### config.mk
export PLATFORM = sky130hd
export DESIGN_NAME = ingreso_pin_flat
export DESIGN_NICKNAME = d
export VERILOG_FILES = /design/src/rtl/ingreso_pin_pkg.sv /design/src/rtl/ingreso_pin_if.sv /design/src/rtl/ingreso_pin_detector_flanco.sv /design/src/rtl/ingreso_pin.sv /design/src/flat_wrapper.sv
export SDC_FILE = /design/constraint.sdc
export NUM_CORES = 1
export LEC_CHECK = 0
export CAP_MARGIN = 10
export CORE_MARGIN = 4
export CORE_UTILIZATION = 30
export DETAILED_ROUTE_END_ITERATION = 10
export GPL_ROUTABILITY_DRIVEN = 0
export REMOVE_ABC_BUFFERS = 1
export SETUP_SLACK_MARGIN = 0.2
export SLEW_MARGIN = 15
export SYNTH_ARGS = -nofsm -noshare
export SYNTH_HDL_FRONTEND = slang
export SYNTH_SLANG_ARGS = --single-unit
### constraint.sdc
create_clock -name Clk -period 5.3 [get_ports Clk]
set_input_delay 1.59 -clock Clk [delete_from_list [all_inputs] [get_ports Clk]]
set_output_delay 1.59 -clock Clk [all_outputs]
set_load 0.01 [all_outputs]
### src/rtl/ingreso_pin_pkg.sv
// Shared definitions for the keypad front-end of the parking-gate controller:
// FSM state encoding, special key codes and the PIN bus width.
package ingreso_pin_pkg;

  localparam int PIN_W = 8;

  typedef enum logic [1:0] {
    IDLE = 2'd0,
    DIG1 = 2'd1,
    DIG2 = 2'd2,
    SEND = 2'd3
  } state_t;

  localparam logic [3:0] KEY_CLEAR = 4'hA;
  localparam logic [3:0] KEY_ENTER = 4'hB;

  // Codes 0x0-0x9 are BCD digits; everything above is a command or ignored.
  function automatic logic is_digit(input logic [3:0] key);
    return key <= 4'd9;
  endfunction

endpackage

### src/rtl/ingreso_pin_if.sv
// Keypad / gate-controller bundle for ingreso_pin. The master side is the
// keypad scanner plus presence/lockout sources; the slave side is ingreso_pin.
interface ingreso_pin_if;
  import ingreso_pin_pkg::*;

  logic [3:0]       Key;
  logic             KeyValid;
  logic             Vehiculo;
  logic             Bloqueo;
  logic [PIN_W-1:0] Pin;
  logic             enterPin;
  logic [1:0]       DigitCount;
  logic             Ocupado;

  modport master (
    output Key, KeyValid, Vehiculo, Bloqueo,
    input  Pin, enterPin, DigitCount, Ocupado
  );

  modport slave (
    input  Key, KeyValid, Vehiculo, Bloqueo,
    output Pin, enterPin, DigitCount, Ocupado
  );

endinterface

### src/rtl/ingreso_pin_detector_flanco.sv
// One-bit rising-edge detector: flags the first cycle a level goes high, so a
// held key produces a single press event.
module detector_flanco (
  input  logic Clk,
  input  logic Reset,
  input  logic level,
  output logic rise
);

  logic level_q;

  // Previous-cycle copy of the level.
  always_ff @(posedge Clk or negedge Reset) begin
    if (!Reset) level_q <= 1'b0;
    else        level_q <= level;
  end

  assign rise = level & ~level_q;

endmodule

### src/rtl/ingreso_pin.sv
// Keypad front-end: assembles two BCD digits into Pin and strobes enterPin
// once when Enter follows a complete PIN. Entry is only possible while a
// vehicle is present and the gate controller is not locked out.
// Optional build macro INGRESO_TIMEOUT_EN adds an inactivity timeout that
// discards a partial entry after TIMEOUT_CYCLES idle cycles in DIG1/DIG2.
module ingreso_pin
  import ingreso_pin_pkg::*;
#(
  parameter int TIMEOUT_CYCLES = 255,
  parameter int CNT_W          = 8
) (
  input logic        Clk,
  input logic        Reset,
  ingreso_pin_if.slave bus
);

  if (TIMEOUT_CYCLES < 1 || (64'd1 << CNT_W) <= 64'(TIMEOUT_CYCLES)) begin : g_bad_cfg
    $error("ingreso_pin: TIMEOUT_CYCLES must be >= 1 and below 2**CNT_W");
  end

  state_t           state, state_next;
  logic [PIN_W-1:0] pin_q, pin_next;
  logic             enter_q;
  logic [1:0]       dcount_q, dcount_next;
  logic             ocupado_q;
  logic             press;
  logic             en;
  logic             timeout;

  detector_flanco u_detector_flanco (
    .Clk   (Clk),
    .Reset (Reset),
    .level (bus.KeyValid),
    .rise  (press)
  );

  assign en = bus.Vehiculo & ~bus.Bloqueo;

`ifdef INGRESO_TIMEOUT_EN
  localparam logic [CNT_W-1:0] CNT_LAST = CNT_W'(TIMEOUT_CYCLES - 1);

  logic [CNT_W-1:0] cnt, cnt_next;

  function automatic logic [CNT_W-1:0] sat_inc(input logic [CNT_W-1:0] v);
    return (&v) ? v : v + 1'b1;
  endfunction

  assign timeout = ((state == DIG1) || (state == DIG2)) && (cnt == CNT_LAST);

  // Idle counter: counts only while staying in DIG1/DIG2 without a press;
  // any press, any state change and any other state return it to zero.
  always_comb begin
    cnt_next = '0;
    if (((state_next == DIG1) || (state_next == DIG2)) &&
        (state_next == state) && !press)
      cnt_next = sat_inc(cnt);
  end

  // Idle counter register.
  always_ff @(posedge Clk or negedge Reset) begin
    if (!Reset) cnt <= '0;
    else        cnt <= cnt_next;
  end
`else
  assign timeout = 1'b0;
`endif

  // Next state and next Pin; priority is enable, then SEND exit, then
  // timeout, then key press.
  always_comb begin
    state_next = state;
    pin_next   = pin_q;
    if (!en) begin
      state_next = IDLE;
    end else if (state == SEND) begin
      state_next = IDLE;
    end else if (timeout) begin
      state_next = IDLE;
      pin_next   = '0;
    end else if (press) begin
      unique case (state)
        IDLE: begin
          if (is_digit(bus.Key)) begin
            pin_next   = {bus.Key, 4'h0};
            state_next = DIG1;
          end else if (bus.Key == KEY_CLEAR) begin
            pin_next = '0;
          end
        end
        DIG1: begin
          if (is_digit(bus.Key)) begin
            pin_next   = {pin_q[7:4], bus.Key};
            state_next = DIG2;
          end else if (bus.Key == KEY_CLEAR) begin
            pin_next   = '0;
            state_next = IDLE;
          end
        end
        DIG2: begin
          if (bus.Key == KEY_ENTER) begin
            state_next = SEND;
          end else if (bus.Key == KEY_CLEAR) begin
            pin_next   = '0;
            state_next = IDLE;
          end
        end
        default: ;
      endcase
    end
  end

  // Digit count follows the state being entered so it can be registered.
  always_comb begin
    dcount_next = 2'd0;
    unique case (state_next)
      DIG1:    dcount_next = 2'd1;
      DIG2:    dcount_next = 2'd2;
      default: dcount_next = 2'd0;
    endcase
  end

  // State and registered outputs.
  always_ff @(posedge Clk or negedge Reset) begin
    if (!Reset) begin
      state     <= IDLE;
      pin_q     <= '0;
      enter_q   <= 1'b0;
      dcount_q  <= 2'd0;
      ocupado_q <= 1'b0;
    end else begin
      state     <= state_next;
      pin_q     <= pin_next;
      enter_q   <= (state_next == SEND);
      dcount_q  <= dcount_next;
      ocupado_q <= (state_next != IDLE);
    end
  end

  assign bus.Pin        = pin_q;
  assign bus.enterPin   = enter_q;
  assign bus.DigitCount = dcount_q;
  assign bus.Ocupado    = ocupado_q;

endmodule

### src/flat_wrapper.sv
// flat-port wrapper written by rule: the top's interface ports become plain ports
module ingreso_pin_flat import ingreso_pin_pkg::*;
#(
  parameter int TIMEOUT_CYCLES = 255,
  parameter int CNT_W          = 8
)
  (Clk, Reset, bus_Key, bus_KeyValid, bus_Vehiculo, bus_Bloqueo, bus_Pin, bus_enterPin, bus_DigitCount, bus_Ocupado);
  ingreso_pin_if bus_i ();
  input logic Clk;
  input logic Reset;
  input wire logic [$bits(bus_i.Key)-1:0] bus_Key;
  input wire logic [$bits(bus_i.KeyValid)-1:0] bus_KeyValid;
  input wire logic [$bits(bus_i.Vehiculo)-1:0] bus_Vehiculo;
  input wire logic [$bits(bus_i.Bloqueo)-1:0] bus_Bloqueo;
  output wire logic [$bits(bus_i.Pin)-1:0] bus_Pin;
  output wire logic [$bits(bus_i.enterPin)-1:0] bus_enterPin;
  output wire logic [$bits(bus_i.DigitCount)-1:0] bus_DigitCount;
  output wire logic [$bits(bus_i.Ocupado)-1:0] bus_Ocupado;
  assign bus_i.Key = bus_Key;
  assign bus_i.KeyValid = bus_KeyValid;
  assign bus_i.Vehiculo = bus_Vehiculo;
  assign bus_i.Bloqueo = bus_Bloqueo;
  assign bus_Pin = bus_i.Pin;
  assign bus_enterPin = bus_i.enterPin;
  assign bus_DigitCount = bus_i.DigitCount;
  assign bus_Ocupado = bus_i.Ocupado;
  ingreso_pin #(.TIMEOUT_CYCLES(TIMEOUT_CYCLES), .CNT_W(CNT_W)) u_core (.Clk(Clk), .Reset(Reset), .bus(bus_i));
endmodule
Yosys cells after proc, flatten, opt, wreduce, memory -nomap -nowiden
Index checks and enable logic that the tools add are counted.
Cells by class
  reductions and logical operators: 5
  equal/unequal tests: 10
  muxes and demuxes: 14
  bitwise logic cells: 5
  order comparisons: 1
Operator list (number)
  two-way mux 8 bit: 4
  case mux 8 bit (3 select lines): 1
  two-way mux 2 bit: 7
  == test 2 bit (second input constant): 4
  == test 4 bit (second input constant): 2
  case mux 2 bit (3 select lines): 1
  AND reduction 6 bit: 1
  AND reduction 5 bit: 1
  == test 2 x 1 -> 1 bit (second input constant): 2
  <= comparator 4 bit (second input constant): 1
  inequality test 2 bit (second input constant): 2
  case mux 2 bit (2 select lines): 1
  NOT 1 bit: 3
  nonzero test 3 bit: 1
  bitwise AND 1 bit: 2
  zero test 2 bit: 1
  nonzero test 2 bit: 1
Word-level totals
  bits of input ports: 9
  output and inout bits: 12
  word-level logic and storage cells: 42
  flip-flop bits (word level): 15

Depth between registers and ports, before layout
  word-level depth: 9
  gate-level depth with buffers: 7
  mapped depth without buffers: 7

Modules after synthesis
A second synthesis with hierarchy kept.
Second synthesis, totals
  cell total of the unflattened synthesis: 88
  area total of the unflattened synthesis: 938.4 µm²
By module, submodules not included
  ingreso_pin: cells each 86, times used 1, area an instance 899.6 µm², sequential area each 350.3 µm²
  detector_flanco: cells each 2, times used 1, area an instance 38.8 µm², sequential area each 25.0 µm²

Worst setup path after synthesis
No wires, ideal clock.
  path type: input to register
  start: input bus_Key[3]
  end: register u_core.dcount_q[0] (netlist: u_core.bus.DigitCount[0])
  library setup time: 67 ps
  required time: 5233 ps
  buffers on the path: 1
  slack: 2648 ps
  stages: 6
  arrival: 2586 ps
  cell sequence: buf_2 and4bb_4 nand3b_4 o32a_4 clkinv_2 and2_1
On the way
  word-level cells in the longest chain between the ends: 9
  elaborated cells on any way between the ends: 14
  those cells by class: order compare: 1; eq/ne: 4; mux: 9
RTL lines
  start: declaration: RTL line flat_wrapper.sv:11  | input wire logic [$bits(bus_i.Key)-1:0] bus_Key;
  parallel branches: the longest is 3 deep, another holds <= comparator 4 bit
  case mux 2 bit (3 select lines) *: RTL line ingreso_pin.sv:81  | unique case (state)
  two-way mux 2 bit *: RTL line ingreso_pin.sv:80  | end else if (press) begin
  two-way mux 2 bit *: RTL line ingreso_pin.sv:75  | end else if (state == SEND) begin
  two-way mux 2 bit *: RTL line ingreso_pin.sv:73  | if (!en) begin
  via u_core.state_next[0]: RTL line ingreso_pin.sv:21  | state_t state, state_next;
  == test 2 bit / == test 2 x 1 -> 1 bit (equally long branches): RTL line ingreso_pin.sv:115  | unique case (state_next)
  case mux 2 bit (2 select lines) *: RTL line ingreso_pin.sv:115
  via u_core.dcount_next[0]: RTL line ingreso_pin.sv:24  | logic [1:0] dcount_q, dcount_next;
  end signal: assignment: RTL line ingreso_pin.sv:134  | dcount_q <= dcount_next;
  end: declaration: RTL line ingreso_pin.sv:24
Mark *: on every way through the listed nets, which the timed path passes.
A chain may end at the register's enable or synchronous reset.

Worst setup path in the final report
  start: input bus_Key[2]
  end: register u_core.dcount_q[0] (netlist: u_core.bus.DigitCount[0])
On the way
  word-level cells in the longest chain between the ends: 9
  elaborated cells on any way between the ends: 14
  those cells by class: order compare: 1; eq/ne: 4; mux: 9
RTL lines (RTL line)
  parallel branches: the longest is 3 deep, another holds <= comparator 4 bit
  case mux 2 bit (3 select lines) *: ingreso_pin.sv:81
  two-way mux 2 bit *: ingreso_pin.sv:80
  two-way mux 2 bit *: ingreso_pin.sv:75
  two-way mux 2 bit *: ingreso_pin.sv:73
  == test 2 bit / == test 2 x 1 -> 1 bit (equally long branches): ingreso_pin.sv:115
  case mux 2 bit (2 select lines) *: ingreso_pin.sv:115
  via u_core.dcount_next[0]: ingreso_pin.sv:24
Marked as above.

==> impl_metrics.ini <==
[run_status]
status = finished, final reports clean

[logic_synthesis]
synthFlopType = dfrtp_1
synth_cells = 75
synthDistinctLibCells = 34
syn_area_um2 = 846
ys_warn_count = 0
synth_seq_cells = 15
synthXorXnorAreaFrac_pct = 0
synth-compound-area-share_pct = 21.4
postSynth.asyncResetShare_pct = 100
synth_fa_ha_area_share_pct = 5.92
synth_top_family_by_area = simple AND/OR/NAND/NOR gates
synth-edff-count = 0
synth_simple_gate_area_share_pct = 25.3
synth_mux_area_share_pct = 0
ys_seq_area_share_pct = 44.4
avgSynthCellArea_um2 = 11.3

[floorplan]
fp.dieW_um = 61.1
core_um2 = 2590
io_pins = 21
start_util_pct = 32.7
num_rows = 18
die_area_um2 = 3730
die_h_um = 61.1

[power_and_ir_drop]
power_density_nw_per_um2 = 211
finalPower_mw = 0.233
p_sw_share_pct = 24.4
power_frac_comb_pct = 19.9
peakVddDrop_uv = 154
clockPowerShare_pct = 26.8
p_sw_mw = 0.0570
p_leak_nw = 0.480
power.share.sequential_pct = 53.3
p_int_mw = 0.176

[clock_tree]
cts_hold_buf = 0
cts_buffer_depth = 2
cts_root_buf = clkbuf_4
ctsResizeCount = 0
clkLatencyLatePin_ns = 0.27
htreeDepth = 1
post-cts-setup-buffers = 0
numCtsBuffers = 3
cts_tree = done
clkTransAtPathRegs_ns = 0.08
clkSinkCount = 15

[timing]
finalHoldViolCount = 0
tightest_slew_ns = 0.630
finalMaxSlewViolations = 0
period_minus_slack_ns = 2.99
relSlewSlack_pct = 57.9
fin_tns_setup_ns = 0
fmaxAchievable_mhz = 335
setup_viol = 0
skew_ns = 0.00192
rsz0062_at_grt = no
finalCritPeriodShare_pct = 56.4

[hold_path]
min_path_cells = 1
min_path_type = flip-flop to flip-flop

[worst_setup_path]
worst_ep_required_time_ns = 5.52
end_kind = flip-flop
cp.arrival_ns = 3.20
path_max_fanout = 9
path_class = input port to flip-flop
r2r_cells = 6
cp-start-kind = input port

[drt]
viasPerCell = 5.12
ant_nets = 0
routed_wl_um = 1700
drc = 0
wl_per_cell_um = 13.3
drtPass1Iterations = 4
drtIter0Drc = 19
vias = 655

[placed_design]
dp_hpwl_um = 1300
portBuffers = 20
post_dp_cell_area_um2 = 1080
dp.cells = 124

[finish]
num_antenna_cells = 0
post-route-util_pct = 42.7
drive_above_1_share_pct = 15.3
n_fill_cell = 255
fin_nets = 112
fin_area_um2 = 1100
synthToLayoutAreaGrowth_pct = 30.6
final_common_cell = clkdlybuf4s50_1
final_cell_mix = 20 x clkdlybuf4s50_1, 15 x dfrtp_1, 8 x o2bb2ai_1
fin_cells = 128

[grt]
overflow = 0
grt_pass1_wl_um = 2900
first_global_vias = 656
antenna_found_initial = 0
grt_max_degree = 16
grt_usage_pct = 10.3

[flow_run]
max-cap-violations = 0
synthesized netlist by cell type, drive strengths merged (2+ instances only):
library cell | number | area [µm²]
dfrtp | 15 | 375
ha | 4 | 50.1
nand2 | 5 | 18.8
nand3 | 2 | 10.0
a21oi | 3 | 15.0
and2b | 2 | 16.3
inv | 4 | 15.0
or3b | 3 | 26.3
o221ai | 2 | 17.5
or2b | 3 | 22.5
nor2 | 4 | 15.0
o2bb2ai | 8 | 70.1
and2 | 2 | 15.0
nand3b | 2 | 27.5
cell families after synthesis:
logic type | Yosys count
and+or+nand+nor | 29
AOI/OAI and AO/OA | 21
DFF | 15
buffers and inverters | 6
adders and majority gates | 4
state kept, by name (all words and copies together) (netlist names):
| name | count |
|---|---|
| u_core.bus.DigitCount | 2 |
| u_core.bus.Ocupado | 1 |
| u_core.bus.Pin | 8 |
| u_core.bus.enterPin | 1 |
| u_core.state | 2 |
| u_core.u_detector_flanco.level_q | 1 |
final timing paths:
check / from / endpoint / slack (ns)
hold / removal: u_core.bus.Pin[6] / u_core.bus.Pin[6] / 0.49
min in group asynchronous: Reset / u_core.bus.Pin[4] / 1.70
setup reg to reg: u_core.state[1] / u_core.bus.DigitCount[0] / 3.42
hold reg to reg: u_core.bus.Pin[6] / u_core.bus.Pin[6] / 0.49
setup / recovery: bus_Key[2] / u_core.bus.DigitCount[0] / 2.31
max in group asynchronous: Reset / u_core.bus.Pin[6] / 3.20
metrics by stage:
stage,worst slack (ns),hold slack (ns)
finish,2.31,0.495
global route,2.13,0.526
CTS,2.32,0.497
detailed placement,2.03,0.473
global placement,2.07,0.477
floorplan,2.70,0.522
final cells by class:
cell class                      count  area (µm²)  share of cell area (%)
Multi-Input combinational cell     54         445                    40.3
Tap cell                           30        37.5                    3.40
Inverter                            5        20.0                    1.81
Clock buffer                        4        26.3                    2.38
Sequential cell                    15         375                    34.0
Timing Repair Buffer               20         200                    18.1
power by group through the flow:
| stage | Clock [mW] | Combinational [mW] | Sequential (mW) |
|---|---|---|---|
| final | 0.0625 | 0.0465 | 0.124 |
| after global routing | 0.0691 | 0.0509 | 0.125 |
| after CTS | 0.0661 | 0.0471 | 0.124 |
| after detailed placement | 0 | 0.0467 | 0.126 |
| after global placement | 0 | 0.0466 | 0.127 |
| after floorplan | 0 | 0.0178 | 0.129 |
critical path, stage by stage:
cell             delay [ns]
clkdlybuf4s50_1        0.52
o21ai_0                0.37
o221ai_1               0.16
a32oi_1                0.39
and2_1                 0.18
metal layers:
metal,vias to the layer above,GRT usage (%),routed length [µm]
li1,321,-,-
met1,315,16.1,869
met2,17,13.7,735
met3,2,2.10,86
met4,0,3.72,6
met5,-,0,0
Note: power is estimated with default switching activity, not from simulation.
==> RTL change: new RTL, same settings <==
The 4 states of `state_t` get a Gray code encoding in 2 bits.
--- a/src/rtl/ingreso_pin_pkg.sv
+++ b/src/rtl/ingreso_pin_pkg.sv
@@ -6,8 +6,8 @@
 
   typedef enum logic [1:0] {
-    IDLE = 2'd0,
-    DIG1 = 2'd1,
-    DIG2 = 2'd2,
-    SEND = 2'd3
+    IDLE = 2'b00,
+    DIG1 = 2'b01,
+    DIG2 = 2'b11,
+    SEND = 2'b10
   } state_t;
 
Function: same outputs for any inputs over 10 cycles, from zero or initial values and one cycle with Reset low; not proved beyond that.
==> RTL change against the unedited design <==
Worst setup slack improved by 44 ps; clock skew grew 11 ps; wire length is 12% higher; highest routed layer unchanged; utilization fell by 1.5 points; sequential cell count is the same; area after synthesis is 3.0% lower; cell area fell by 5.1%; largest power group unchanged; sequential power grew 11%; critical path type unchanged; count of clock-buffer cells in the layout shrank 1; power increased by 22%; non-clock buffer count did not move.
==> RTL change: results (changes against the unedited design) <==
slowest stage delay, CP 600 ps (+80 ps); r2r endpoint u_core.bus.Pin[2]; met3 wire len 105 microns (+22%); RR Startpoint u_core.state[0]; Logic pwr share 26.8% (+6.9 points); R2R cell count 4 (-2); status finished, final reports clean; hold path start u_core.bus.Pin[5]; first-pass GRT wire length 3.30 mm (+14%); total number of vias 703 (+7.3%); 1st-iter DRT viols 29 (+10); NumNets Final 110 (-1.8%); WP data arrival 3110 ps (-90 ps); WL/cell 14.7 microns (+11%); worst skew pair latency 300 ps (+30 ps); met1 Resource Use GR 17.5% (+1.5 points); clk_skew 12.7 ps (+10.8 ps); Clock transition at path regs 110 ps (+30 ps); synth unique cells 36 (+5.9%); register area share after synthesis 45.7% (+1.4 points); Hold Path End u_core.bus.Pin[5]; layout cells sized above 1 7.00% (-8.3 points); pre-CTS setup slack 2050 ps (+24.0 ps); dpl hpwl 1.33 mm (+2.3%); most frequent cells after synthesis dfrtp_1, a21oi_1, nand2b_1; length of routed met2 wiring 861 microns (+17%); M2 GR Usage 17.4% (+3.7 points); placed cell areas 1020 sq um (-5.3%); Net Sw Frac 29.3% (+4.9 points); leakage power 0.425 nW (-11%); CP max FO 10 (+1); Total GRT Usage 12.4% (+2.1 points)
==> RTL change: changes by cell type after synthesis, moves of 3 or more <==
cell / change
o2bb2ai_1: -8
nand2b_1: +5
ha_1: -4
a22o_1: +3
nand2_1: -3
or2b_1: -3
==> RTL change: through the flow <==
step                instances  total power, mW  util [%]  hold slack, ps
global placement          126            0.218      40.1             485
CTS                       130            0.289      41.2             516
global route              130            0.302      41.2             534
floorplan                  76            0.172         -             532
finish                    130            0.284      41.2             511
detailed placement        126            0.218      40.1             481
==> RTL change: logic make-up after synthesis <==
group	share of synthesized area, %
simple gates	23.0
compound gates	24.8
flops	45.7
buf+inv	6.40
==> RTL change: power by group through the flow <==
stage	clock network, mW	registers, mW	logic (mW)
floorplan	0	0.147	0.0254
global placement	0	0.141	0.0771
detailed placement	0	0.141	0.0770
CTS	0.0732	0.139	0.0776
global route	0.0775	0.140	0.0836
finish	0.0697	0.138	0.0762
==> RTL change: area by class of cell <==
class,instances,area (sq um)
Clock inverter,1,5.00
Timing Repair Buffer,20,200
Fill cell,263,1500
Inverter,4,15.0
Sequential cell,15,375
Multi-Input combinational cell,57,393
Clock buffer,3,22.5
Tap cell,30,37.5
==> RTL change: how the worst max path moves through the flow <==
stage / from / slack, ps / to / depth (start not counted)
2_1_floorplan: bus_Bloqueo / 2720 / u_core.bus.Pin[0] / 4
3_3_place_gp: bus_Key[1] / 2050 / u_core.bus.Pin[7] / 5
3_5_place_dp: bus_Key[2] / 2050 / u_core.bus.Ocupado / 5
4_1_cts: bus_Key[2] / 2350 / u_core.bus.Ocupado / 5
5_1_grt: bus_Key[2] / 2200 / u_core.bus.Ocupado / 5
6_report: bus_Key[2] / 2360 / u_core.bus.Ocupado / 5
